**config.mk**
```make
export PLATFORM = sky130hd
export DESIGN_NAME = led_blink_bank_flat
export DESIGN_NICKNAME = d
export VERILOG_FILES = /design/src/rtl/led_blink_pkg.sv /design/src/rtl/led_blink_bank_if.sv /design/src/rtl/led_blink_bank_channel.sv /design/src/rtl/led_blink_bank.sv /design/src/flat_wrapper.sv
export SDC_FILE = /design/constraint.sdc
export NUM_CORES = 1
export LEC_CHECK = 0
export BUFFER_PORTS_ARGS = -buffer_cell sky130_fd_sc_hd__buf_2
export CELL_PAD_IN_SITES_DETAIL_PLACEMENT = 2
export CELL_PAD_IN_SITES_GLOBAL_PLACEMENT = 2
export CORE_ASPECT_RATIO = 0.9
export CORE_MARGIN = 3
export CORE_UTILIZATION = 41
export CTS_CLUSTER_DIAMETER = 60
export DETAILED_ROUTE_END_ITERATION = 8
export GPL_TIMING_DRIVEN = 0
export PLACE_DENSITY_LB_ADDON = 0.1
export SYNTH_ARGS = -nofsm -noshare
export SYNTH_HDL_FRONTEND = slang
export SYNTH_SLANG_ARGS = --single-unit
```
**constraint.sdc**
```tcl
create_clock -name CLOCK_50 -period 9.4 [get_ports CLOCK_50]
set_input_delay 0.94 -clock CLOCK_50 [delete_from_list [all_inputs] [get_ports CLOCK_50]]
set_output_delay 0.94 -clock CLOCK_50 [all_outputs]
set_load 0.02 [all_outputs]
```
**src/rtl/led_blink_pkg.sv**
```systemverilog
// led_blink_pkg: shared types for the LED blink bank.
// Mode encoding and the reset-time half-period helper.
package led_blink_pkg;

    typedef enum logic [1:0] {
        MODE_OFF     = 2'd0,
        MODE_ON      = 2'd1,
        MODE_BLINK   = 2'd2,
        MODE_ONESHOT = 2'd3
    } mode_t;

    // Half-period that gives a 1 Hz blink at the board clock.
    function automatic int unsigned default_half(
        input int unsigned clk_hz
    );
        return clk_hz / 2;
    endfunction

endpackage

```
**src/rtl/led_blink_bank_if.sv**
```systemverilog
// led_blink_bank_if: channel programming port of the blink bank.
// wr_en/wr_ch/wr_mode/wr_half write one channel, sync_all realigns blinkers.
interface led_blink_bank_if
    import led_blink_pkg::*;
#(
    parameter int N_CH  = 8,
    parameter int CNT_W = 26
);
    localparam int CH_W = (N_CH > 1) ? $clog2(N_CH) : 1;

    logic             wr_en;
    logic [CH_W-1:0]  wr_ch;
    mode_t            wr_mode;
    logic [CNT_W-1:0] wr_half;
    logic             sync_all;

    modport master (
        output wr_en, wr_ch, wr_mode, wr_half, sync_all
    );

    modport slave (
        input wr_en, wr_ch, wr_mode, wr_half, sync_all
    );

endinterface

```
**src/rtl/led_blink_bank_channel.sv**
```systemverilog
// blink_channel: one LED channel with mode/half/count state.
// In: CLOCK_50, reset, wr_stb, wr_mode, wr_half, sync_all. Out: led, done.
module blink_channel
    import led_blink_pkg::*;
#(
    parameter int CLK_HZ = 50_000_000,
    parameter int CNT_W  = 26
) (
    input  logic             CLOCK_50,
    input  logic             reset,
    input  logic             wr_stb,
    input  mode_t            wr_mode,
    input  logic [CNT_W-1:0] wr_half,
    input  logic             sync_all,
    output logic             led,
    output logic             done
);

    localparam logic [CNT_W-1:0] DEF_HALF =
        CNT_W'(default_half(CLK_HZ));

    mode_t            mode;
    logic [CNT_W-1:0] half;
    logic [CNT_W-1:0] count;
    logic             term;

    // Terminal count: the last cycle of the current level.
    assign term = (count == half - 1'b1);

    always_ff @(posedge CLOCK_50) begin
        if (reset) begin
            mode  <= MODE_OFF;
            half  <= DEF_HALF;
            count <= '0;
            led   <= 1'b0;
            done  <= 1'b0;
        end else begin
            done <= 1'b0;
            if (wr_stb) begin
                mode  <= wr_mode;
                half  <= (wr_half == '0) ? CNT_W'(1) : wr_half;
                count <= '0;
                led   <= (wr_mode != MODE_OFF);
            end else if (sync_all && mode == MODE_BLINK) begin
                count <= '0;
                led   <= 1'b1;
            end else begin
                unique case (mode)
                    MODE_BLINK: begin
                        if (term) begin
                            led   <= ~led;
                            count <= '0;
                        end else begin
                            count <= count + 1'b1;
                        end
                    end
                    MODE_ONESHOT: begin
                        if (term) begin
                            led   <= 1'b0;
                            mode  <= MODE_OFF;
                            count <= '0;
                            done  <= 1'b1;
                        end else begin
                            count <= count + 1'b1;
                        end
                    end
                    MODE_ON: begin
                        count <= '0;
                        led   <= 1'b1;
                    end
                    MODE_OFF: begin
                        count <= '0;
                        led   <= 1'b0;
                    end
                endcase
            end
        end
    end

endmodule

```
**src/rtl/led_blink_bank.sv**
```systemverilog
// led_blink_bank: N_CH independent blink channels driving LEDG.
// In: CLOCK_50, reset, wr (slave port). Out: LEDG, oneshot_done.
module led_blink_bank
    import led_blink_pkg::*;
#(
    parameter int CLK_HZ = 50_000_000,
    parameter int N_CH   = 8,
    parameter int CNT_W  = 26
) (
    input  logic                CLOCK_50,
    input  logic                reset,
    led_blink_bank_if.slave     wr,
    output logic [N_CH-1:0]     LEDG,
    output logic [N_CH-1:0]     oneshot_done
);

    logic [N_CH-1:0] wr_stb;

    // Index values with no matching channel decode to no strobe.
    always_comb begin
        wr_stb = '0;
        for (int i = 0; i < N_CH; i++) begin
            wr_stb[i] = wr.wr_en && (int'(wr.wr_ch) == i);
        end
    end

    for (genvar i = 0; i < N_CH; i++) begin : g_ch
        blink_channel #(
            .CLK_HZ (CLK_HZ),
            .CNT_W  (CNT_W)
        ) u_ch (
            .CLOCK_50 (CLOCK_50),
            .reset    (reset),
            .wr_stb   (wr_stb[i]),
            .wr_mode  (wr.wr_mode),
            .wr_half  (wr.wr_half),
            .sync_all (wr.sync_all),
            .led      (LEDG[i]),
            .done     (oneshot_done[i])
        );
    end

endmodule
```
**src/flat_wrapper.sv**
```systemverilog
// flat-port wrapper written by rule: the top's interface ports become plain ports
module led_blink_bank_flat import led_blink_pkg::*;
#(
    parameter int CLK_HZ = 50_000_000,
    parameter int N_CH   = 8,
    parameter int CNT_W  = 26
)
  (CLOCK_50, reset, LEDG, oneshot_done, wr_wr_en, wr_wr_ch, wr_wr_mode, wr_wr_half, wr_sync_all);
  led_blink_bank_if #(.N_CH(N_CH), .CNT_W(CNT_W)) wr_i ();
  input  logic CLOCK_50;
  input  logic reset;
  output logic [N_CH-1:0] LEDG;
  output logic [N_CH-1:0] oneshot_done;
  input wire logic [$bits(wr_i.wr_en)-1:0] wr_wr_en;
  input wire logic [$bits(wr_i.wr_ch)-1:0] wr_wr_ch;
  input wire logic [$bits(wr_i.wr_mode)-1:0] wr_wr_mode;
  input wire logic [$bits(wr_i.wr_half)-1:0] wr_wr_half;
  input wire logic [$bits(wr_i.sync_all)-1:0] wr_sync_all;
  assign wr_i.wr_en = wr_wr_en;
  assign wr_i.wr_ch = wr_wr_ch;
  assign wr_i.wr_mode = wr_wr_mode;
  assign wr_i.wr_half = wr_wr_half;
  assign wr_i.sync_all = wr_sync_all;
  led_blink_bank #(.CLK_HZ(CLK_HZ), .N_CH(N_CH), .CNT_W(CNT_W)) u_core (.CLOCK_50(CLOCK_50), .reset(reset), .wr(wr_i), .LEDG(LEDG), .oneshot_done(oneshot_done));
endmodule
```
* After elaboration in Yosys (flattened, before gate mapping) *
Cells that the tools add are included.

storage, ports and cells
  register bits after elaboration = 448
  input bits = 35
  output and inout port bits = 16

operators by class
  add/subtract/negate cells = 16
  equal/unequal tests = 63
  muxes and demuxes = 97
  bitwise operators = 16
  reductions and logical operators = 91

operator list
  operator               count
  $pmux 26 s2            8
  $mux 26                9
  $add 26x1->26 const B  8
  $eq 26x26->1           8
  $sub 26x1->26 const B  8
  $mux 2                 32
  $mux 1                 40
  $reduce_bool 2->1      17
  $eq 2x2->1 const B     16
  $ne 4x3->1 const B     8
  $ne 4x4->1 const B     8
  $pmux 1 s4             8
  $reduce_or 2->1        16
  $reduce_or 4->1        8
  $logic_not 26->1       1
  $reduce_and 3->1       8
  $reduce_or 3->1        8
  $eq 2x1->1 const B     8
  $logic_and 1x1->1      16
  $logic_not 2->1        8
  $ne 2x2->1 const B     8
  $not 1->1              16
  $reduce_and 2->1       8
  $eq 3x3->1 const B     4
  3 further kinds        4

* Longest topological paths before layout *
  depth after elaboration = 6
  gate-level depth with buffers = 14
  gate-level depth less buffers = 11

* Hierarchy *
Synthesis repeated with hierarchy kept, for this count alone.

unflattened totals
  cells, all modules = 3022
  area total of the unflattened synthesis = 25969.9 um^2

by module, submodules not included
  module                                   times used  cells each  area each (um^2)
  blink_channel (u_core.g_ch[0].u_ch ...)  6           366         3169.3
  blink_channel (u_core.g_ch[7].u_ch)      1           420         3524.6
  blink_channel (u_core.g_ch[6].u_ch)      1           398         3334.4
  led_blink_bank                           1           8           95.1

* Worst setup path before layout *
OpenSTA, ideal clock, no wires.

  path kind = register to register
  start point = register u_core.g_ch[0].u_ch.half[0]
  end point = register u_core.g_ch[0].u_ch.count[2]
  data arrival time = 3.117 ns
  required time = 9.336 ns
  path slack = 6.219 ns
  stages on the path, launching flop included = 14
  period minus slack after synthesis = 3.181 ns
  cell sequence = dfxtp_1 -> inv_1 -> ha_1 -> or4b_1 -> nor4_4 -> nand2_1 -> maj3_1 -> a21o_1 -> o21ai_1 -> a2111oi_4 -> or4_1 -> buf_6 -> buf_6 -> nor2_1

on the way
  longest elaborated chain between the ends = 4

RTL lines
  element                 RTL line                                                    RTL
  start, declared         led_blink_bank_channel.sv:23                                logic [CNT_W-1:0] half;
  start signal, assigned  led_blink_bank_channel.sv:41                                half <= (wr_half == '0) ? CNT_W'(1) : wr_half;
  $sub 26x1->26           led_blink_bank_channel.sv:28                                assign term = (count == half - 1'b1);
  $eq 26x26->1            led_blink_bank_channel.sv:28
  $mux 26                 led_blink_bank_channel.sv:50, led_blink_bank_channel.sv:58
  $pmux 26 s2             led_blink_bank_channel.sv:48                                unique case (mode)
  end signal, assigned    led_blink_bank_channel.sv:54                                count <= count + 1'b1;
  end signal, assigned    led_blink_bank_channel.sv:64                                count <= count + 1'b1;
  end, declared           led_blink_bank_channel.sv:24                                logic [CNT_W-1:0] count;

Every way passes these cells.
A chain may end at the register's enable or synchronous reset.

* Final worst setup path *
  start point = register u_core.g_ch[3].u_ch.half[0]
  end point = register u_core.g_ch[3].u_ch.count[24]

on the way
  longest elaborated chain between the ends = 4

RTL lines
  element                 RTL line
  start, declared         led_blink_bank_channel.sv:23
  start signal, assigned  led_blink_bank_channel.sv:41
  $sub 26x1->26           led_blink_bank_channel.sv:28
  $eq 26x26->1            led_blink_bank_channel.sv:28
  $mux 26                 led_blink_bank_channel.sv:50, led_blink_bank_channel.sv:58
  $pmux 26 s2             led_blink_bank_channel.sv:48
  end signal, assigned    led_blink_bank_channel.sv:54
  end signal, assigned    led_blink_bank_channel.sv:64
  end, declared           led_blink_bank_channel.sv:24

Every way passes these cells.

==> results.md <==
* Status: finished, violations left
* Failing checks: capacitance limit
* PwrDens at 166 nW/µm²
* Clock sinks at 448
* Placed Cells at around 4000
* Postcts setup bufs at 0
* DP Wirelength at 69000 µm
* Htree depth at 2
* CTS tree: built
* Clock Skew at ~0.024 ns
* Routability cong. at approximately 0.9
* Critical path peak fanout at 10
* Final hold violations at 0
* DR vias/cell at 5.79
* CP required at ~9.9 ns
* Finished Cell Area at approximately 28000 µm²
* Initial antenna violation count at 6
* Tot GR Track Use at 0.301
* Vias in the first global route at roughly 26000
* Post-Place Setup Slack at 5.12 ns
* Clk Latency, worst-skew pair at between 0.6 and 0.7 ns
* Detail Route Antenna Nets at 0
* Die Ht at approximately 240 µm
* Initial Utilization at 0.415
* Post-route DRC at 0
* Slew Limit Fails at 0
* Async set-reset flop share out of synthesis at 0
* Final #Nets at ~3300
* Synth Area per Inst at just under 8 µm²
* HP Class: flip-flop to flip-flop
* Largest area contributor in the netlist: dfxtp_1
* Synth Flop Type: dfxtp_1
* WS Path Type: flip-flop to flip-flop
* Largest net degree at the start of global routing at 14
* Share of cells above drive strength 1 at 0.0585
* Reg2reg setup slack at between 4 and 5 ns
* Placed cell areas at ~26000 µm²
* Area grow syn2layout at 12.5%
* Sequential fraction of the synthesis area at 0.361
* Cell Area, Synth at roughly 25000 µm²
* WL/cell at between 20 and 25 µm
* Yosys cell types at 80
* Highest-count cells in the layout ignoring fill and taps: nand2_1, dfxtp_1, nor2_1
* Crit path DAT at 4.91 ns
* Clk buf depth at 3
* CTS Buf Count at 55
* Total Wirelength at just under 100000 µm
* DR iter-0 viols at between 1000 and 1500
* Commonest non-fill, non-tap cell in the layout: nand2_1
* CTS resizes at 0
* First-pass GRT wire length at between 150000 and 200000 µm
* Max Freq at ~230 MHz
* Worst IR Drop VDD at roughly 0.12 mV
* Setup violations, final at 0
* Die Wd at ~270 µm
* Clk slew on worst S/H paths at ~0.070 ns
* RSZ-0062 raised after global routing: no
* Rows at 85
* Leak pwr at approximately 9.4 nW
* Period minus WS final at 4.41 ns
* Yosys warnings at 0
* Register bit count reported by yosys at about 450
* Largest cells by area after synthesis: dfxtp_1, xnor2_1, nand2_1, xor2_1, nor2_1
* Mapped Cells at between 3000 and 4000
* Full die area at about 64000 µm²
* CP endpoint kind: flip-flop
* Clock root buffer: clkbuf_16
* Synth top area share at 0.361
* Setup crit start kind: flip-flop
* FILL cells at 6801
* Final period utilization at 0.469
* Syn nets at 3246
* Max-slew headroom at the worst pin at 0.00607
* Final cell count without fillers at about 4100
* Max Cap Violations at 1
* Hold-fix buffers, CTS at 0
* Core box area at around 60000 µm²
* Worst-Margin Slew at 1.49 ns
* Post-synth EDFFs at 0
* Congestion Overflow GR at 0
* Post-route setup slack at around 5 ns
* 1st-pass router iterations at 5
* TNS Setup at 0 ns
* Vias at 23800
* Port bufs at 20
* Num ports at 51
==> logic make-up (layout without fill, tap and decap cells) <==
family	Yosys count	after routing	share of synthesized area
AO/OA/AOI/OAI	404	404	0.104
XOR/XNOR	451	451	0.159
adder cells (fa/ha/maj)	17	17	0.00845
buffers and inverters	255	376	0.0435
flip-flops	448	448	0.361
multiplexers	19	19	0.00780
other	0	5	0
AND/OR/NAND/NOR	1601	1601	0.317
==> worst paths after layout <==
path                                             from                                        to  cells after the start
max reg2reg  u_core.g_ch[3].u_ch.half[0]$_SDFFE_PP0P_  u_core.g_ch[3].u_ch.count[24]$_SDFF_PP0_                     14
min           u_core.g_ch[0].u_ch.count[0]$_SDFF_PP0_   u_core.g_ch[0].u_ch.count[0]$_SDFF_PP0_                      1
max          u_core.g_ch[3].u_ch.half[0]$_SDFFE_PP0P_  u_core.g_ch[3].u_ch.count[24]$_SDFF_PP0_                     14
min reg2reg   u_core.g_ch[0].u_ch.count[0]$_SDFF_PP0_   u_core.g_ch[0].u_ch.count[0]$_SDFF_PP0_                      1
==> metrics by stage <==
step                      total power [W]   util  hold slack (ns)
after global routing              0.00478  0.467            0.502
final                             0.00464  0.467            0.478
after CTS                         0.00466  0.467            0.479
after global placement            0.00230  0.433            0.451
after detailed placement          0.00232  0.434            0.470
after floorplan                   0.00219      -            0.428
==> sequential cells by signal, indices dropped and copies added, names as in the netlist <==
| register | cells |
|---|---|
| u_core.g_ch.u_ch.mode | 16 |
| u_core.g_ch.u_ch.half | 208 |
| u_core.g_ch.u_ch.led | 8 |
| u_core.g_ch.u_ch.done | 8 |
| u_core.g_ch.u_ch.count | 208 |
==> Yosys cell counts, types with 15 or more instances <==
cell type,instances
nand2_1,550
dfxtp_1,448
nor2_1,374
xnor2_1,246
xor2_1,205
a21oi_1,163
nand3_1,143
clkbuf_1,138
nand3b_1,104
nor3_1,89
inv_1,63
and3_1,55
o21ai_0,53
nor4_1,52
nand4_1,38
a211oi_1,34
or3_1,34
or4_1,32
buf_4,23
a31oi_1,19
and4_1,18
ha_1,16
mux2i_1,16
buf_1,15
nor2b_1,15
o31ai_1,15
==> layout make-up <==
cell class / instances / area, µm² / share of cell area
inverter: 63 / 236 / 0.00846
sequential: 448 / 8970 / 0.321
buffer: 192 / 846 / 0.0302
antenna: 5 / 12.5 / 0.000447
tap: 783 / 980 / 0.0350
clock inverter: 25 / 390 / 0.0140
multi-input combinational: 2492 / 14800 / 0.530
timing repair buffer: 20 / 100 / 0.00358
clock buffer: 76 / 1610 / 0.0575
==> layer usage <==
metal  track usage  up-vias  share of wire
li1              -    11100              -
met1         0.392    12000           0.45
met2         0.501      473           0.46
met3        0.0455      205          0.045
met4         0.125        2          0.043
met5             0        -        0.00011
==> power by group <==
| part | internal (W) | switching, W |
|---|---|---|
| sequential | 0.00193 | 0.0000438 |
| clock | 0.00144 | 0.000911 |
| combinational | 0.0000948 | 0.000219 |
==> critical path, cell delays in order, from the launching register on <==
cell       delay [ns]
dfxtp_1          0.38
inv_1            0.09
ha_1             0.28
nor4b_1          0.63
clkbuf_1         0.44
nand4_1          0.17
xnor2_1          0.17
nor4_1           0.24
o2111ai_1        0.19
a211o_1          0.32
nor4_2           0.56
or4_1            0.20
buf_2            0.22
buf_2            0.31
nor2_1           0.10
Note: power is estimated with default switching activity, not from simulation.
